## src/rtl/sr_bank_driver.sv

```systemverilog
// Command-side driver for a bank of SR flip-flops.
// Takes register-update commands over valid/ready, excites S/R from a shadow
// copy of the bank, reads the bank back and re-drives on mismatch.
//
// state  | meaning
// -------+------------------------------------------------------------
// IDLE   | ready for a command; target latched on accept
// DRIVE  | one cycle of S/R excitation toward the target
// SETTLE | excitation released, waiting for the bank outputs to settle
// CHECK  | compare readback against target; retry, or finish
// RESP   | one-cycle response pulse, then back to IDLE
module sr_bank_driver #(
   parameter int WIDTH     = 8,
   parameter int SETTLE    = 1,
   parameter int MAX_RETRY = 2
) (
   input  logic             clk,
   input  logic             rst,
   input  logic             req_valid_i,
   output logic             req_ready_o,
   input  logic [1:0]       req_op_i,
   input  logic [WIDTH-1:0] req_data_i,
   output logic [WIDTH-1:0] s_out_o,
   output logic [WIDTH-1:0] r_out_o,
   input  logic [WIDTH-1:0] q_in_i,
   output logic             rsp_valid_o,
   output logic             rsp_err_o,
   output logic [WIDTH-1:0] rsp_q_o
);

   localparam int CNT_W = 4;
   localparam int RTY_W = 3;
   localparam logic [CNT_W-1:0] SETTLE_LOAD = CNT_W'(SETTLE - 1);
   localparam logic [RTY_W-1:0] RETRY_LAST  = RTY_W'(MAX_RETRY);

   localparam logic [2:0] ST_IDLE   = 3'd0;
   localparam logic [2:0] ST_DRIVE  = 3'd1;
   localparam logic [2:0] ST_SETTLE = 3'd2;
   localparam logic [2:0] ST_CHECK  = 3'd3;
   localparam logic [2:0] ST_RESP   = 3'd4;

   localparam logic [1:0] OP_LOAD   = 2'b00;
   localparam logic [1:0] OP_SET    = 2'b01;
   localparam logic [1:0] OP_CLEAR  = 2'b10;

   logic [2:0]       state_q,     state_d;
   logic [WIDTH-1:0] shadow_q,    shadow_d;
   logic [WIDTH-1:0] target_q,    target_d;
   logic [RTY_W-1:0] retry_q,     retry_d;
   logic [CNT_W-1:0] cnt_q,       cnt_d;
   logic [WIDTH-1:0] s_q,         s_d;
   logic [WIDTH-1:0] r_q,         r_d;
   logic             rsp_valid_q, rsp_valid_d;
   logic             rsp_err_q,   rsp_err_d;
   logic [WIDTH-1:0] rsp_q_q,     rsp_q_d;
   logic [WIDTH-1:0] tgt_new;

   // New target from the current shadow and the offered command.
   always_comb begin
      tgt_new = req_data_i;
      case (req_op_i)
         OP_LOAD:  tgt_new = req_data_i;
         OP_SET:   tgt_new = shadow_q | req_data_i;
         OP_CLEAR: tgt_new = shadow_q & ~req_data_i;
         default:  tgt_new = shadow_q ^ req_data_i;
      endcase
   end

   // Sequencer next-state; excitation is only ever nonzero for the DRIVE cycle.
   always_comb begin
      state_d     = state_q;
      shadow_d    = shadow_q;
      target_d    = target_q;
      retry_d     = retry_q;
      cnt_d       = cnt_q;
      s_d         = '0;
      r_d         = '0;
      rsp_valid_d = 1'b0;
      rsp_err_d   = rsp_err_q;
      rsp_q_d     = rsp_q_q;
      case (state_q)
         ST_IDLE: begin
            if (req_valid_i) begin
               target_d = tgt_new;
               retry_d  = '0;
               s_d      = tgt_new & ~shadow_q;
               r_d      = ~tgt_new & shadow_q;
               state_d  = ST_DRIVE;
            end
         end
         ST_DRIVE: begin
            cnt_d   = SETTLE_LOAD;
            state_d = ST_SETTLE;
         end
         ST_SETTLE: begin
            if (cnt_q == '0) begin
               state_d = ST_CHECK;
            end else begin
               cnt_d = cnt_q - CNT_W'(1);
            end
         end
         ST_CHECK: begin
            // Shadow always follows the readback, so a retry re-drives only
            // the bits that actually disagree with the target.
            shadow_d = q_in_i;
            if (q_in_i == target_q) begin
               rsp_err_d   = 1'b0;
               rsp_q_d     = q_in_i;
               rsp_valid_d = 1'b1;
               state_d     = ST_RESP;
            end else if (retry_q < RETRY_LAST) begin
               retry_d = retry_q + RTY_W'(1);
               s_d     = target_q & ~q_in_i;
               r_d     = ~target_q & q_in_i;
               state_d = ST_DRIVE;
            end else begin
               rsp_err_d   = 1'b1;
               rsp_q_d     = q_in_i;
               rsp_valid_d = 1'b1;
               state_d     = ST_RESP;
            end
         end
         ST_RESP: begin
            state_d = ST_IDLE;
         end
         default: begin
            state_d = ST_IDLE;
         end
      endcase
   end

   // State and output registers, synchronous reset drops any in-flight command.
   always_ff @(posedge clk) begin
      if (rst) begin
         state_q     <= ST_IDLE;
         shadow_q    <= '0;
         target_q    <= '0;
         retry_q     <= '0;
         cnt_q       <= '0;
         s_q         <= '0;
         r_q         <= '0;
         rsp_valid_q <= 1'b0;
         rsp_err_q   <= 1'b0;
         rsp_q_q     <= '0;
      end else begin
         state_q     <= state_d;
         shadow_q    <= shadow_d;
         target_q    <= target_d;
         retry_q     <= retry_d;
         cnt_q       <= cnt_d;
         s_q         <= s_d;
         r_q         <= r_d;
         rsp_valid_q <= rsp_valid_d;
         rsp_err_q   <= rsp_err_d;
         rsp_q_q     <= rsp_q_d;
      end
   end

   assign req_ready_o = (state_q == ST_IDLE);
   assign s_out_o     = s_q;
   assign r_out_o     = r_q;
   assign rsp_valid_o = rsp_valid_q;
   assign rsp_err_o   = rsp_err_q;
   assign rsp_q_o     = rsp_q_q;

endmodule

```

## config.mk

```make
export PLATFORM = sky130hd
export DESIGN_NAME = sr_bank_driver
export DESIGN_NICKNAME = d
export VERILOG_FILES = /design/src/rtl/sr_bank_driver.sv
export SDC_FILE = /design/constraint.sdc
export NUM_CORES = 1
export LEC_CHECK = 0
export BUFFER_PORTS_ARGS = -buffer_cell sky130_fd_sc_hd__clkbuf_2
export CAP_MARGIN = 20
export CORE_MARGIN = 2
export CORE_UTILIZATION = 35
export DETAILED_ROUTE_END_ITERATION = 12
export PLACE_DENSITY = 0.65
export SYNTH_ARGS = -nofsm -noshare
export SYNTH_HDL_FRONTEND = slang
export SYNTH_SLANG_ARGS = --single-unit
```

## constraint.sdc

```tcl
create_clock -name clk -period 1.7 [get_ports clk]
set_clock_uncertainty 0.15 [all_clocks]
set_input_delay 0 -clock clk [delete_from_list [all_inputs] [get_ports clk]]
set_output_delay 0 -clock clk [all_outputs]
set_load 0.01 [all_outputs]
```

==> impl_metrics.json, run 1 <==
{
  "status": "finished, final reports clean",
  "worstSetupPathType": "reg -> reg",
  "ys_seq_elements": 52,
  "vias": 2873,
  "p_comb_frac": 0.347,
  "synth_top_area_frac": 0.333,
  "synth-edff-count": 0,
  "drcViolationCount": 0,
  "drive_gt1_frac": 0.330,
  "dieArea_um2": 9710,
  "grt_pass1_wl_um": 13800,
  "synthArstFlopShare": 0,
  "antenna_found_initial": 0,
  "clock_tree.buffer_depth": 2,
  "p_int_mw": 2.15,
  "min_path_type": "in -> reg",
  "clk_pin_slew_ns": 0.11,
  "irDropWorstVdd_v": 0.000355,
  "place_inst": 506,
  "hpwl_um": 5890,
  "firstDrtPassIters": 4,
  "drv_cap": 0,
  "rsz0062_at_grt": "true",
  "cp_slowest_cell": "mux4_2",
  "drt-initial-drc-count": 138,
  "first_global_vias": 2793,
  "slew_violations": 0,
  "rows": 34,
  "synthCells": 346,
  "cts_max_level": 2,
  "power_mw": 3.32,
  "p_leak_nw": 1.73,
  "clk_root_buffer_cell": "clkbuf_8",
  "cts_inserted_buffers": 5,
  "io_buffers": 47,
  "synth_area_um2": 3130,
  "path_cells": "inv_1, ha_1, mux4_2, a32o_1",
  "min_period_ns": 1.65,
  "tns_ns": 0,
  "hold_viol_final": 0,
  "yosys-top-cells-count": "53 x inv_1, 52 x dfxtp_1, 34 x ha_1",
  "overflow": 0,
  "synth_nets": 401,
  "place_congestion": 0.809,
  "viasPerCell": 5.43,
  "wire_per_inst_um": 16.1,
  "n_antenna_cell": 0,
  "io_pins": 48,
  "avgSynthCellArea_um2": 9.04,
  "ant_nets": 0,
  "yosysMostFrequentCell": "inv_1",
  "critPathMaxStageDelay_ns": 0.52,
  "critPathLaunchType": "register",
  "routed_wl_um": 8530,
  "synth_area_leaders": "dfxtp_1 33%, ha_1 14%, inv_1 6.4%, mux4_2 5.8%, nand3_1 4.2%",
  "required_ns": 1.77,
  "finalSetupViolCount": 0,
  "grt_max_degree": 27,
  "fmax_mhz": 605,
  "layout_worst_path_cycle_share": 0.972,
  "crit_family": "multiplexers",
  "pre_cts_slack_ns": -0.0788,
  "seqPwrFrac": 0.430,
  "yosysTopAreaCell": "dfxtp_1",
  "cts_tree": "done",
  "clock_latency_ns": 0.32,
  "seq_area_frac_synth": 0.333,
  "synth_top_flop_cell": "dfxtp_1",
  "setup_ws_ns": 0.0480,
  "ys_warn_count": 0,
  "end_kind": "register",
  "max_slew_margin": 0.501,
  "p_per_area_nw_per_um2": 829,
  "switching_share": 0.353,
  "p_switching_mw": 1.17,
  "tightest_slew_ns": 0.746,
  "synth_cell_types": 47,
  "die_x_um": 98.6,
  "cp_max_fo": 3,
  "worstPathArrival_ns": 1.73,
  "start_util": 0.361,
  "clockPowerShare": 0.223,
  "cts.sinks": 52,
  "nets": 475,
  "die_h_um": 98.6,
  "track_usage": 0.176,
  "syn_to_final_growth_pct": 28.1,
  "fin_cells": 529,
  "worstPathBufferInverterCount": 1,
  "coreArea_um2": 8680
}
[metal layers]
layer	GRT usage	routed length [um]	part of all wire	up-vias
met3	0.0270	329	0.039	20
li1	-	-	-	1391
met5	0	0	0	-
met4	0.0569	151	0.018	0
met1	0.217	3720	0.44	1398
met2	0.313	4340	0.51	64
[registers in the layout (all words and copies together) (netlist names)]
name / count
rsp_valid_o: 1
rsp_q_o: 8
cnt_q: 4
shadow_q: 8
target_q: 8
state_q: 3
rsp_err_o: 1
s_out_o: 8
r_out_o: 8
retry_q: 3
[cells by family after synthesis]
group,count (synthesis),share of synthesized area
compound gates,64,0.164
xor+xnor,1,0.00280
fa+ha+maj,34,0.136
buf+inv,78,0.103
flops,52,0.333
mux,11,0.0672
simple gates,106,0.195
[power groups by stage]
stage | clock network [mW] | registers (mW) | logic (mW)
2_1_floorplan | 0 | 1.43 | 0.681
3_3_place_gp | 0 | 1.43 | 0.977
3_5_place_dp | 0 | 1.43 | 1.00
4_1_cts | 0.766 | 1.41 | 1.04
5_1_grt | 0.812 | 1.44 | 1.27
6_report | 0.741 | 1.43 | 1.15
[placed cells by master (no fill, tap or decap), types with 2 or more instances in the layout]
| cell | Yosys | layout |
|---|---|---|
| dlygate4sd3_1 | 0 | 11 |
| mux2i_1 | 3 | 3 |
| nand3b_1 | 2 | 2 |
| a21oi_2 | 7 | 7 |
| a32o_1 | 9 | 9 |
| nand3_1 | 26 | 26 |
| nor3_1 | 8 | 8 |
| o32ai_2 | 0 | 5 |
| a22o_1 | 2 | 2 |
| inv_1 | 53 | 52 |
| buf_6 | 2 | 2 |
| nor4b_2 | 1 | 2 |
| or2_2 | 2 | 2 |
| mux4_2 | 8 | 8 |
| dfxtp_2 | 0 | 10 |
| ha_4 | 0 | 5 |
| dfxtp_1 | 52 | 42 |
| nand2_1 | 17 | 17 |
| nor2b_1 | 8 | 8 |
| clkbuf_2 | 0 | 47 |
| nor3_2 | 4 | 4 |
| o21a_1 | 8 | 8 |
| nand4_1 | 18 | 18 |
| o32ai_1 | 8 | 3 |
| ha_1 | 34 | 29 |
| buf_4 | 1 | 30 |
| o2111ai_1 | 8 | 8 |
| a21oi_1 | 11 | 11 |
| clkbuf_8 | 0 | 5 |
| and4_4 | 0 | 2 |
| nor2_1 | 8 | 8 |
[path summary, 6_finish.rpt]
path | cells after the start | to | from | slack [ns]
worst max-delay path | 4 | s_out_o[6] | shadow_q[6] | 0.05
worst min-delay path | 3 | target_q[5] | req_data_i[5] | 0.007
worst max register to register | 4 | s_out_o[6] | shadow_q[6] | 0.05
worst min register to register | 1 | retry_q[2] | retry_q[2] | 0.35
[layout make-up]
class,instances,area (um2)
Clock buffer,6,72.6
Clock inverter,2,16.3
Fill cell,874,4670
Inverter,53,199
Multi-Input combinational cell,216,1910
Sequential cell,52,1050
Tap cell,108,135
Timing Repair Buffer,92,618
[worst register-to-register path, cell delays in order (launching register included)]
cell	delay (ns)
dfxtp_2	0.36
inv_1	0.05
ha_1	0.27
mux4_2	0.52
a32o_1	0.22
[repair_timing]
item,CTS,global route
hold buffers,11,0
hold endpoints to repair,14,0
buffers inserted,0,3
gates cloned,0,1
setup endpoints to repair,9,21
resized for setup,3,32
pin swaps,1,4
[through the flow]
stage	hold WS [ns]	utilization	instance area [um2]
6_report	0.00659	0.462	4010
5_1_grt	0.0168	0.462	4010
4_1_cts	0.000626	0.441	3830
3_5_place_dp	0.136	0.417	3610
3_3_place_gp	0.136	0.417	3610
2_1_floorplan	-0.0140	-	3130
(Power assumes the default switching activity.)
==> run 2: changes to the inputs <==
==> constraint.sdc (replaced) <==
create_clock -name clk -period 1.7 [get_ports clk]
set_clock_uncertainty 0.15 [all_clocks]
set_input_delay 0.34 -clock clk [delete_from_list [all_inputs] [get_ports clk]]
set_output_delay 0.34 -clock clk [all_outputs]
set_load 0.01 [all_outputs]
==> run 2 against run 1 <==
Net effect:
- global-route usage is 0.084 points lower
- register-to-register slack about the same
- maximum frequency decreased by 0.29%
- sequential share of layout area is 1.2 points lower
- total power rose by 15%
- cell count rose by 0.38%
- final area up 5.5%
- routed wire length decreased by 2.0%
- non-clock buffer count rose by 2
- first-iteration DRC count fell by 22%
- hold slack better by 0.12 ns
- die area is the same
- critical path type unchanged
==> impl_metrics.json, run 2 (same netlist as run 1, synthesis figures left out) <==
{
  "status": "finished, final reports clean",
  "drt-initial-drc-count": 107,
  "die_x_um": 98.6,
  "hold_viol_final": 0,
  "p_leak_nw": 1.80,
  "dr_wl_met3_um": 372,
  "worstPathArrival_ns": 1.71,
  "cts_tree": "done",
  "layout_commonest_cell": "clkbuf_2",
  "coreArea_um2": 8680,
  "mostFrequentLayoutCells": "47 x clkbuf_2, 43 x inv_1, 41 x buf_4, 38 x dfxtp_1, 26 x nand3_1",
  "min_to": "cnt_q[0]",
  "syn_to_final_growth_pct": 35.1,
  "final_core_util": 0.487,
  "cp_max_fo": 3,
  "min_path_type": "in -> reg",
  "cts_max_level": 2,
  "place_inst": 523,
  "reg2reg_setup_slack_ns": 0.04,
  "cts.sinks": 52,
  "min_from": "rst",
  "io_buffers": 47,
  "wire_per_inst_um": 15.8,
  "overflow": 0,
  "finalSetupViolCount": 0,
  "p_per_area_nw_per_um2": 901,
  "drive_gt1_frac": 0.414,
  "worstSetupPathType": "reg -> reg",
  "r2r_start": "shadow_q[6]",
  "worstPathBufferInverterCount": 1,
  "critPathLaunchType": "register",
  "place_congestion": 0.864,
  "rsz0062_at_grt": "true",
  "fin_cells": 531,
  "track_usage": 0.175,
  "antenna_found_initial": 0,
  "critPathMaxStageDelay_ns": 0.52,
  "vias": 2834,
  "tightest_slew_ns": 0.712,
  "viasPerCell": 5.34,
  "irDropWorstVdd_v": 0.000374,
  "clock_latency_ns": 0.30,
  "slew_violations": 0,
  "fmax_mhz": 604,
  "hpwl_um": 6220,
  "clk_root_buffer_cell": "clkbuf_8",
  "cts_inserted_buffers": 5,
  "grt_pass1_wl_um": 13700,
  "drcViolationCount": 0,
  "clock_tree.buffer_depth": 2,
  "dieArea_um2": 9710,
  "n_antenna_cell": 0,
  "end_kind": "register",
  "layout_worst_path_cycle_share": 0.975,
  "clk_pin_slew_ns": 0.10,
  "rows": 34,
  "top_layer_used": "met4",
  "nets": 477,
  "grt_max_degree": 27,
  "io_pins": 48,
  "cp_slowest_cell": "mux4_2",
  "wl_met2_um": 4360,
  "die_h_um": 98.6,
  "min_period_ns": 1.66,
  "ant_nets": 0,
  "required_ns": 1.76,
  "holdBufCountCts": 0,
  "rr_worst_depth": 4,
  "first_global_vias": 2844,
  "met1Wirelength_um": 3540,
  "drv_cap": 0,
  "path_cells": "inv_2, ha_4, mux4_2, a32o_1",
  "routed_wl_um": 8370,
  "crit_family": "multiplexers",
  "firstDrtPassIters": 4,
  "start_util": 0.361,
  "max_slew_margin": 0.523,
  "hold_depth": 2,
  "timing.rr.end": "s_out_o[6]"
}
[run 2: changes by cell type in the layout (fill, tap and decap cells not counted), sizes merged]
cell	before	now
buf	34	47
dlygate4sd3	11	0
bufinv	0	3
clkbuf	53	52
clkinv	1	0
clkinvlp	1	0
[run 2: timing repair]
action	CTS	global route
buffers inserted	0	0
cloned	0	0
endpoints found under the hold margin	0	0
resized for setup	12	30
endpoints found under the setup margin	20	35
pin swaps	0	10
[run 2: how the worst max path moves through the flow]
stage	start	endpoint	slack, ns	depth (start not counted)
after detailed placement	q_in_i[6]	retry_q[0]	-0.19	7
after CTS	state_q[2]	s_out_o[2]	0.003	4
final	shadow_q[6]	s_out_o[6]	0.04	4
after global routing	shadow_q[6]	s_out_o[6]	-0.002	4
after floorplan	q_in_i[1]	r_out_o[0]	-0.04	5
after global placement	q_in_i[6]	retry_q[0]	-0.14	7
[run 2: per-layer routing]
metal  GRT usage  up-vias
met5           0        -
met4      0.0400        0
met3      0.0291        8
met2       0.314       57
met1       0.219     1372
li1            -     1397
[run 2: report_power, final]
part           switching, mW  leakage (nW)  internal (mW)
Sequential             0.106         0.428           1.34
Clock                  0.435        0.0784          0.736
Combinational          0.635          1.29          0.564
Total                   1.18          1.80           2.64
[run 2: worst register-to-register path, stage by stage, from the launching register on]
cell,delay (ns)
dfxtp_2,0.37
inv_2,0.05
ha_4,0.22
mux4_2,0.52
a32o_1,0.24
[run 2: through the flow]
stage / worst slack [ns] / instance area (um2) / TNS, ns / hold WS [ns] / total power, mW
3_5_place_dp: -0.187 / 3890 / -3.39 / 0.348 / 2.54
4_1_cts: 0.00347 / 4090 / 0 / 0.129 / 3.74
5_1_grt: -0.00189 / 4230 / -0.00400 / 0.145 / 4.02
2_1_floorplan: -0.0410 / 3240 / -0.328 / 0.306 / 2.15
6_report: 0.0432 / 4230 / 0 / 0.128 / 3.81
3_3_place_gp: -0.144 / 3890 / -2.57 / 0.316 / 2.50
[run 2: layout make-up]
class,count,area [um2]
fill,833,4450
multi-input combinational,216,2010
sequential,52,1060
timing repair buffer,94,646
inverter,53,219
tap,108,135
clock inverter,3,90.1
clock buffer,5,68.8
